$ cat src/rtl/m_dram_arbiter.sv
// Arbiter sharing one multi-cycle DRAM port (re/oe protocol, one request in flight)
// between the I-fill and D load/store paths. Round-robin arbitration when DRAM_ARB_RR_EN is defined.
module m_dram_arbiter #(
  parameter int P_TIMEOUT = 64,
  parameter int P_CNT_W   = 8
) (
  input  logic        w_clock,
  input  logic        w_rst_n,
  input  logic        w_ireq,
  input  logic [31:0] w_iaddr,
  input  logic        w_dreq,
  input  logic [31:0] w_daddr,
  input  logic        w_dwe,
  input  logic [31:0] w_dwd,
  output logic        r_igrant,
  output logic        r_dgrant,
  output logic        r_ivalid,
  output logic        r_dvalid,
  output logic [31:0] r_rdata,
  output logic        r_busy,
  output logic        r_err,
  output logic        r_mem_re,
  output logic        r_mem_we,
  output logic [31:0] r_mem_addr,
  output logic [31:0] r_mem_wd,
  input  logic        w_mem_oe,
  input  logic [31:0] w_mem_rdata
);

  typedef enum logic [1:0] {IDLE, WAIT, DONE} state_t;

  localparam logic [P_CNT_W-1:0] TO_LAST = P_CNT_W'(P_TIMEOUT - 1);

  state_t             state;
  logic               owner_d;
  logic [P_CNT_W-1:0] wdog;
  logic               issue;
  logic               pick_d;

  assign issue = (state == IDLE) && (w_ireq || w_dreq);

`ifdef DRAM_ARB_RR_EN
  // last_d: side that won the most recent grant (1 = D); reset value D hands the first tie to I
  logic last_d;

  always_ff @(posedge w_clock or negedge w_rst_n) begin
    if (!w_rst_n) begin
      last_d <= 1'b1;
    end else if (issue) begin
      last_d <= pick_d;
    end
  end

  assign pick_d = w_dreq && (!w_ireq || !last_d);
`else
  assign pick_d = w_dreq;
`endif

  always_ff @(posedge w_clock or negedge w_rst_n) begin
    if (!w_rst_n) begin
      state      <= IDLE;
      owner_d    <= 1'b0;
      wdog       <= '0;
      r_igrant   <= 1'b0;
      r_dgrant   <= 1'b0;
      r_ivalid   <= 1'b0;
      r_dvalid   <= 1'b0;
      r_rdata    <= '0;
      r_busy     <= 1'b0;
      r_err      <= 1'b0;
      r_mem_re   <= 1'b0;
      r_mem_we   <= 1'b0;
      r_mem_addr <= '0;
      r_mem_wd   <= '0;
    end else begin
      r_igrant <= 1'b0;
      r_dgrant <= 1'b0;
      r_ivalid <= 1'b0;
      r_dvalid <= 1'b0;
      r_mem_re <= 1'b0;
      case (state)
        IDLE: begin
          r_busy <= 1'b0;
          if (issue) begin
            owner_d    <= pick_d;
            r_mem_re   <= 1'b1;
            r_mem_addr <= pick_d ? w_daddr : w_iaddr;
            r_mem_we   <= pick_d && w_dwe;
            r_mem_wd   <= pick_d ? w_dwd : 32'd0;
            r_igrant   <= !pick_d;
            r_dgrant   <= pick_d;
            state      <= WAIT;
          end
        end
        WAIT: begin
          r_busy <= 1'b1;
          wdog   <= wdog + P_CNT_W'(1);
          // A real completion takes precedence over a watchdog expiry in the same cycle
          if (w_mem_oe) begin
            r_rdata  <= r_mem_we ? 32'd0 : w_mem_rdata;
            r_ivalid <= !owner_d;
            r_dvalid <= owner_d;
            state    <= DONE;
          end else if (wdog == TO_LAST) begin
            r_rdata  <= 32'd0;
            r_ivalid <= !owner_d;
            r_dvalid <= owner_d;
            r_err    <= 1'b1;
            state    <= DONE;
          end
        end
        DONE: begin
          r_busy <= 1'b0;
          wdog   <= '0;
          state  <= IDLE;
        end
        default: begin
          state <= IDLE;
        end
      endcase
    end
  end

endmodule

$ cat config.mk
export PLATFORM = sky130hd
export DESIGN_NAME = m_dram_arbiter
export DESIGN_NICKNAME = d
export VERILOG_FILES = /design/src/rtl/m_dram_arbiter.sv
export SDC_FILE = /design/constraint.sdc
export NUM_CORES = 1
export LEC_CHECK = 0
export ABC_CLOCK_PERIOD_IN_PS = 4250
export BUFFER_PORTS_ARGS = -buffer_cell sky130_fd_sc_hd__buf_2
export CAP_MARGIN = 0
export CORE_ASPECT_RATIO = 1.25
export CORE_MARGIN = 2
export CORE_UTILIZATION = 50
export DETAILED_ROUTE_END_ITERATION = 8
export PLACE_DENSITY_LB_ADDON = 0.12
export SLEW_MARGIN = 25
export SYNTH_ARGS = -nofsm -noshare
export SYNTH_HDL_FRONTEND = slang
export SYNTH_SLANG_ARGS = --single-unit
$ cat constraint.sdc
create_clock -name w_clock -period 4.25 [get_ports w_clock]
set_clock_uncertainty 0.15 [all_clocks]
set_input_delay 0.425 -clock w_clock [delete_from_list [all_inputs] [get_ports w_clock]]
set_output_delay 0.425 -clock w_clock [all_outputs]
set_load 0.005 [all_outputs]
==> flow_summary.yaml, run 1 <==
die:
  initial_core_util: 0.518
  num_rows: 40
  core_region_area_um2: 9710
  die_w_um: 93.7
  die_area_um2: 10900
  io_pins: 238
  die_h_um: 116
synth:
  ys.flop_type: "dfrtp_1"
  synth_edf_count: 0
  ys_ff_latch: 115
  postSynthCellCount: 505
  syn-cell-area_um2: 5030
  ys_seq_area_frac: 0.573
  yosysUniqueCellTypes: 40
  ys_async_sr_fraction: 1.00
  synth.avg_cell_area_um2: 9.95
  syn_nets: 644
  yosys_warnings: 0
sta:
  final.min_clock_period_ns: 2.32
  clock.fmax_mhz: 431
  tightest_slew_ns: 0.977
  setup_viol: 0
  rsz0062_at_grt: "no"
  hold_violations: 0
  relSlewSlack: 0.348
  min_period_over_period: 0.546
  setup_tns_ns: 0
  drv_slew: 0
power_and_ir_drop:
  ir_worst_vdd_mv: 0.374
  clkPwrFrac: 0.284
  p_sw_frac: 0.351
  p_sw_mw: 1.85
  p_leak_nw: 3.82
  pwr-share-comb: 0.351
  p_int_mw: 3.43
  seq_power_share: 0.366
  power_density_nw_per_um2: 764
job:
  maxCapViolCount: 0
detailed_routing:
  dr_total_vias: 4459
  drcViolationCount: 0
  antenna_left: 0
  wl_per_cell_um: 15.0
  via_per_inst: 5.11
  first_iter_violations: 213
  wl_mm: 13.1
  dr.pass1.iters: 4
cts:
  cts_buffers: 17
  cts_buffer_depth: 2
  insertion_delay_ns: 0.40
  cts.sink_count: 115
  htree_levels: 4
  cts_tree: "done"
  clk_pin_slew_worst_paths_ns: 0.06
  post_cts_buffers: 0
  clockRootBuffer: "clkbuf_16"
run_status:
  status: "finished, final reports clean"
layout:
  nets: 873
  final_util: 0.712
  antenna_cells: 0
  drive_above_1_share: 0.376
  area_delta_synth_final_pct: 37.5
placement:
  port_buffers: 237
  dp_hpwl_mm: 9.31
  gp_congestion: 0.834
setup_path:
  endpoint_kind: "register"
  start_kind: "register"
  cp_data_arrival_time_ns: 2.41
  crit_required_ns: 4.34
  crit_fanout: 100
  critPathKind: "register to register"
global_routing:
  grt_max_degree: 101
  grt_pass1_vias: 4307
  grt_pass1_wl_mm: 20.6
  antenna_found_initial: 0
  grt_usage: 0.244
  grt-ovfl-total: 0
hold_path:
  min_path_type: "primary input to register"
## cells by family after synthesis
family,share of synthesized area
adders and majority gates,0.0124
and+or+nand+nor,0.141
muxes,0.0739
buffers and inverters,0.0610
DFF,0.573
AOI/OAI and AO/OA,0.139
## layout make-up
| cell class | instances | area, um^2 |
|---|---|---|
| Clock buffer | 20 | 457 |
| Clock inverter | 12 | 179 |
| Fill cell | 762 | 2800 |
| Inverter | 41 | 154 |
| Multi-Input combinational cell | 316 | 1850 |
| Sequential cell | 115 | 2880 |
| Tap cell | 126 | 158 |
| Timing Repair Buffer | 243 | 1240 |
## flip-flops by register name, summed over array words and instances, names as in the netlist, 2 cells and up
name and count:
r_mem_wd 32, wdog 8, state 2, r_mem_addr 32
r_rdata 32
## metal layers
layer | part of all wire | track usage
met1 | 0.39 | 0.291
met2 | 0.51 | 0.418
met3 | 0.078 | 0.0800
met4 | 0.022 | 0.0870
met5 | 0 | 0
## through the flow
stage | total power [mW] | instances | hold WS, ns | setup WS (ns) | instance area, um^2
floorplan | 2.99 | 505 | -0.0206 | 2.57 | 5030
global placement | 3.72 | 840 | 0.297 | 2.04 | 6260
detailed placement | 3.80 | 840 | 0.301 | 1.92 | 6270
CTS | 5.34 | 873 | 0.0798 | 1.91 | 6910
global route | 5.68 | 873 | 0.0820 | 1.69 | 6910
finish | 5.28 | 873 | 0.0962 | 1.93 | 6910
## critical path, cell delays in order, from the launching register on
cell and delay, ns:
dfrtp_1 0.41, inv_1 0.09, ha_1 0.21, buf_4 0.26
o21ai_4 0.09, buf_4 0.66, o21ai_0 0.22
## worst paths after layout
path	slack, ns	endpoint	startpoint	cells past startpoint
max in group asynchronous	2.59	r_mem_addr[7]	w_rst_n	3
worst max-delay path	1.93	r_mem_addr[15]	state[0]	6
worst min-delay path	0.1	r_mem_wd[2]	w_dwd[2]	3
worst min register to register	0.31	r_mem_wd[3]	r_mem_wd[3]	2
worst max register to register	1.93	r_mem_addr[15]	state[0]	6
min in group asynchronous	0.48	r_rdata[4]	w_rst_n	2
## Yosys cell counts (all sizes together), types with 3 or more instances
library cell,count,area [um^2]
a21oi,3,15.0
a22oi,31,233
a21o,3,22.5
o22ai,3,18.8
nand3,38,195
clkbuf,9,33.8
dfrtp,115,2880
nand2,102,383
o31ai,3,22.5
buf,24,119
mux2i,36,360
inv,41,154
o21ai,68,344
ha,5,62.6
## power groups by stage
stage	Combinational [mW]	Clock, mW	Sequential [mW]
3_3_place_gp	1.80	0	1.92
2_1_floorplan	1.05	0	1.95
5_1_grt	2.11	1.58	2.00
3_5_place_dp	1.87	0	1.94
6_report	1.85	1.50	1.93
4_1_cts	1.88	1.53	1.93
## repair_timing
action / 4_1_cts / 5_1_grt
resized for setup: 0 / 0
hold buffers: 1 / 0
hold endpoints to repair: 56 / 0
## cells in the final DEF, fill, tap and decap left out, types with 3 or more instances in the layout
cell type,n
buf_4,6
buf_2,236
a21oi_1,3
ha_1,5
o31ai_1,3
a21o_1,3
o21ai_0,62
o22ai_1,3
nand2_1,102
nand3_1,37
clkinvlp_4,3
bufinv_16,4
mux2i_1,36
clkbuf_16,17
dfrtp_1,115
inv_1,41
a22oi_1,31
o21ai_1,5
Note: power is estimated with default switching activity, not from simulation.
==> run 2, diff against run 1 <==
ABC_AREA = 1   (was default)
ABC_CLOCK_PERIOD_IN_PS = 2000   (was 4250)
CORE_UTILIZATION = 42   (was 50)
clock period = 2 ns   (was 4.25 ns; I/O delays follow)
==> flow_summary.yaml, run 2 <==
sta:
  setup_tns_ns: 0
  tightest_slew_ns: 0.456
  clock.fmax_mhz: 571
  setup_viol: 0
  timing.hold.ws_ns: 0.0715
  relSlewSlack: 0.696
  rsz0062_at_grt: "no"
  final.min_clock_period_ns: 1.75
  hold_violations: 0
  drv_slew: 0
  min_period_over_period: 0.876
setup_path:
  worst_path_largest_cell_delay_ns: 0.44
  rrSetupSlack_ns: 0.25
  critPathKind: "register to register"
  endpoint_kind: "register"
  reg2reg_from: "state[0]"
  crit_buf_inv: 2
  start_kind: "register"
  r2r.worst_path.cells: 6
  cp_top_family: "buffers and inverters"
  crit_required_ns: 2.19
  crit_start: "state[0]"
  crit_fanout: 43
  crit_chain: "inv_1, ha_2, o21ai_4, buf_4, nand2_1, nand3_1"
  r2r-end: "r_mem_addr[12]"
  cp_data_arrival_time_ns: 1.94
  worst_path_max_delay_cell: "buf_4"
synth:
  synth_common_cells: "272 x nand2_1, 115 x dfrtp_1, 36 x nand3_1, 32 x nand4_1, 16 x inv_1"
  synth_edf_count: 0
  yosysTopAreaCellShare: 0.589
  ys_seq_area_frac: 0.589
  synth.avg_cell_area_um2: 8.87
  synth_most_common_cell: "nand2_1"
  ys_ff_latch: 115
  synth_area_leaders: "dfrtp_1 59%, nand2_1 21%, nand4_1 4.1%, nand3_1 3.7%, buf_6 1.6%"
  postSynthCellCount: 551
  yosysUniqueCellTypes: 24
  syn_nets: 690
  syn-cell-area_um2: 4880
  ys_async_sr_fraction: 1.00
  ys.flop_type: "dfrtp_1"
  synth_area_leader_cell: "dfrtp_1"
  yosys_warnings: 0
cts:
  clk_pin_slew_worst_paths_ns: 0.05
  cts.sink_count: 115
  post_cts_buffers: 0
  htree_levels: 4
  cts_tree: "done"
  cts_buffers: 17
  clockRootBuffer: "clkbuf_16"
  insertion_delay_ns: 0.40
  cts_buffer_depth: 2
layout:
  layout_common_cells: "272 x nand2_1, 236 x buf_2, 133 x dlygate4sd3_1"
  fin_cells: 1069
  area_delta_synth_final_pct: 66.2
  top_regs: "r_mem_addr (32), r_mem_wd (32), r_rdata (32)"
  nets: 1057
  drive_above_1_share: 0.322
  n_fill_cell: 845
  antenna_cells: 0
  final_common_cell: "nand2_1"
  multi_input_area_um2: 1720
  regArea_um2: 2880
detailed_routing:
  via_per_inst: 4.90
  antenna_left: 0
  drcViolationCount: 0
  wl_mm: 15.8
  dr.pass1.iters: 7
  wl_per_cell_um: 14.7
  dr_total_vias: 5236
  first_iter_violations: 267
hold_path:
  min_from: "w_dreq"
  hold_end: "r_mem_addr[7]"
  holdPathStages: 4
  min_path_type: "primary input to register"
die:
  die_h_um: 125
  num_rows: 44
  io_pins: 238
  initial_core_util: 0.425
  die_w_um: 100
  die_area_um2: 12500
  core_region_area_um2: 11500
global_routing:
  grt_pass1_wl_mm: 25.2
  antenna_found_initial: 0
  grt_pass1_vias: 5378
  grt_max_degree: 68
  grt_usage: 0.255
  grt-ovfl-total: 0
run_status:
  status: "finished, final reports clean"
placement:
  place_inst: 904
  dp_hpwl_mm: 9.59
  port_buffers: 237
  gp_congestion: 0.850
power_and_ir_drop:
  p_leak_nw: 4.47
  fin_total_pwr_mw: 11.1
  power_density_nw_per_um2: 1360
  ir_worst_vdd_mv: 0.876
job:
  maxCapViolCount: 0
==> run 2: cell types whose count changed in the layout (fill, tap and decap cells not counted), moves of 5 or more <==
cell,delta
nand4_1,+32
mux2i_1,-36
inv_1,-25
nand2_1,+170
o21ai_0,-58
a22oi_1,-31
nand2_2,+9
dlygate4sd3_1,+132
nor2_2,+5
o21ai_1,-5
==> run 2: repair_timing <==
item	in CTS	in global routing
endpoints found under the setup margin	0	1
gates resized for setup	0	1
hold endpoints to repair	207	0
hold buffers	133	0
==> run 2: worst max-delay path by stage <==
| stage | end | cells past startpoint |
|---|---|---|
| detailed placement | r_mem_addr[20] | 9 |
| floorplan | wdog[7] | 8 |
| CTS | r_mem_re | 5 |
| finish | r_mem_addr[12] | 6 |
| global route | wdog[7] | 7 |
| global placement | r_mem_we | 7 |
==> run 2: per-layer routing <==
layer	track usage	part of all wire	vias to the layer above
met5	0	0	-
met3	0.0516	0.052	63
li1	-	-	2488
met1	0.302	0.40	2447
met2	0.432	0.50	238
met4	0.132	0.046	0
==> run 2: worst min-delay path, cell delays in order <==
cell	delay (ns)
buf_2	0.13
o21ai_4	0.10
nand2_1	0.07
nand3_1	0.07
==> run 2: where the power goes <==
part / total, mW / switching [mW] / leakage (nW) / internal (mW)
Combinational: 3.96 / 2.24 / 2.70 / 1.72
Sequential: 3.90 / 0.553 / 1.46 / 3.34
Clock: 3.20 / 1.02 / 0.307 / 2.18
Total: 11.1 / 3.81 / 4.47 / 7.25
==> run 2: cell families (layout without fill, tap and decap cells) <==
logic type / count (synthesis) / after routing / share of synthesized area
DFF: 115 / 115 / 0.589
buffers and inverters: 51 / 431 / 0.0592
and+or+nand+nor: 364 / 364 / 0.318
AOI/OAI and AO/OA: 16 / 16 / 0.0213
adders and majority gates: 5 / 5 / 0.0128
==> run 2: area by class of cell <==
| type | instances | share of cell area |
|---|---|---|
| Timing Repair Buffer | 380 | 0.326 |
| Tap cell | 138 | 0.0213 |
| Sequential cell | 115 | 0.355 |
| Inverter | 19 | 0.00879 |
| Multi-Input combinational cell | 385 | 0.212 |
| Clock inverter | 9 | 0.0187 |
| Clock buffer | 23 | 0.0589 |
==> run 2: through the flow <==
| step | util | worst slack (ns) | instance area [um^2] |
|---|---|---|---|
| after global routing | 0.705 | 0.0361 | 8120 |
| after floorplan | - | 0.402 | 4880 |
| after CTS | 0.705 | 0.228 | 8110 |
| final | 0.705 | 0.248 | 8120 |
| after global placement | 0.535 | 0.289 | 6150 |
| after detailed placement | 0.535 | 0.252 | 6150 |
==> run 3, diff against run 2 <==
CAP_MARGIN = default   (was 0)
GPL_TIMING_DRIVEN = 0   (was default)
==> flow_summary.yaml, run 3 (synthesis results as in run 2) <==
job:
  maxCapViolCount: 0
sta:
  setup_viol: 0
  hold_violations: 0
  drv_slew: 0
  final.min_clock_period_ns: 1.78
  relSlewSlack: 0.667
  tightest_slew_ns: 0.499
  rsz0062_at_grt: "no"
  min_period_over_period: 0.891
  clock.fmax_mhz: 561
die:
  die_area_um2: 12500
  initial_core_util: 0.425
  core_region_area_um2: 11500
  io_pins: 238
  die_w_um: 100
  die_h_um: 125
  num_rows: 44
power_and_ir_drop:
  fin_total_pwr_mw: 11.0
  pwr-share-comb: 0.376
  clkPwrFrac: 0.270
  p_int_mw: 7.07
  seq_power_share: 0.354
  p_leak_nw: 4.51
  p_sw_mw: 3.95
  power_density_nw_per_um2: 1340
  ir_worst_vdd_mv: 0.613
  p_sw_frac: 0.358
cts:
  clk_pin_slew_worst_paths_ns: 0.06
  insertion_delay_ns: 0.40
  cts_tree: "done"
  htree_levels: 4
  clockRootBuffer: "clkbuf_16"
  cts_buffers: 17
  post_cts_buffers: 0
  cts.sink_count: 115
  cts_buffer_depth: 2
global_routing:
  grt_usage: 0.266
  grt_max_degree: 71
  grt-ovfl-total: 0
  grt_pass1_vias: 5580
  grt_pass1_wl_mm: 26.2
  antenna_found_initial: 0
layout:
  final_common_cell: "nand2_1"
  nets: 1080
  multi_input_area_um2: 1720
  regArea_um2: 2880
  layout_common_cells: "272 x nand2_1, 241 x buf_2, 134 x dlygate4sd3_1"
  drive_above_1_share: 0.329
  area_delta_synth_final_pct: 68.1
  top_regs: "r_mem_addr (32), r_mem_wd (32), r_rdata (32)"
  n_fill_cell: 862
  fin_area_um2: 8210
setup_path:
  start_kind: "register"
  endpoint_kind: "register"
  cp_data_arrival_time_ns: 1.91
  critPathKind: "register to register"
  crit_chain: "inv_1, ha_1, o21ai_4, inv_2, dlygate4sd3_1"
  worst_path_largest_cell_delay_ns: 0.57
  crit_fanout: 4
  worst_path_max_delay_cell: "dlygate4sd3_1"
  crit_required_ns: 2.13
placement:
  port_buffers: 236
  gp_congestion: 0.846
  dpl_cell_area_um2: 6270
  dp_hpwl_mm: 10.2
detailed_routing:
  wl_per_cell_um: 14.9
  dr.pass1.iters: 5
  drcViolationCount: 0
  dr_total_vias: 5311
  first_iter_violations: 246
  antenna_left: 0
  wl_mm: 16.2
  via_per_inst: 4.86
run_status:
  status: "finished, final reports clean"
hold_path:
  min_path_type: "primary input to register"
## run 3: cell types whose count changed in the layout (fill, tap and decap cells not counted), sizes merged
cell,change
buf,+13
clkbuf,+6
clkinvlp,+3
bufinv,-2
clkinv,+1
diode,+1
dlygate4sd3,+1
inv,+1
## run 3: cell type report
type                    count  share of cell area
plain buffers              32              0.0265
repair buffers            371               0.311
inverters                  19             0.00869
flip-flops and latches    115               0.351
clock inverters            12              0.0160
well taps                 138              0.0210
diodes                      1            0.000305
multi-input cells         385               0.210
clock buffers              20              0.0556
## run 3: per-layer routing
layer | wire, um | track usage
met1 | 6490 | 0.303
met2 | 8170 | 0.453
met3 | 764 | 0.0662
met4 | 816 | 0.143
met5 | 0 | 0
## run 3: worst paths after layout
kind / startpoint / endpoint / slack (ns) / cells after the start
min: w_dreq / r_mem_we / 0.09 / 4
max in group asynchronous: w_rst_n / r_mem_addr[24] / 0.85 / 3
max: state[0] / r_mem_re / 0.22 / 5
min in group asynchronous: w_rst_n / r_mem_wd[26] / 0.14 / 2
max reg2reg: state[0] / r_mem_re / 0.22 / 5
min reg2reg: owner_d / r_ivalid / 0.28 / 1
## run 3: repair_timing
| action | 4_1_cts | 5_1_grt |
|---|---|---|
| hold buffers | 134 | 0 |
| setup endpoints to repair | 0 | 1 |
| gates resized for setup | 0 | 1 |
| endpoints found under the hold margin | 143 | 0 |
## run 3: stage by stage
step	utilization	hold WS, ns	setup WS, ns	instances	TNS (ns)
final	0.713	0.0897	0.218	1093	0
after global routing	0.713	0.104	0.0360	1092	0
after CTS	0.713	0.0823	0.202	1092	0
after detailed placement	0.545	0.0113	0.235	926	0
after global placement	0.542	0.246	-0.803	925	-91.08
after floorplan	-	-0.246	0.402	551	0
## run 3: power by group through the flow
stage                     Combinational, mW  Clock, mW  Sequential, mW
final                                  4.14       2.97            3.90
after global placement                 3.75          0            3.87
after detailed placement               3.84          0            3.91
after global routing                   4.66       3.12            4.03
after floorplan                        2.03          0            3.98
after CTS                              4.09       3.02            3.88
## run 3: worst max-delay path: cells and delay by family, from the launching register on
kind | cells | cell delay, ns
compound gates | 1 | 0.11
buf+inv | 3 | 0.74
flops | 1 | 0.40
fa+ha+maj | 1 | 0.26
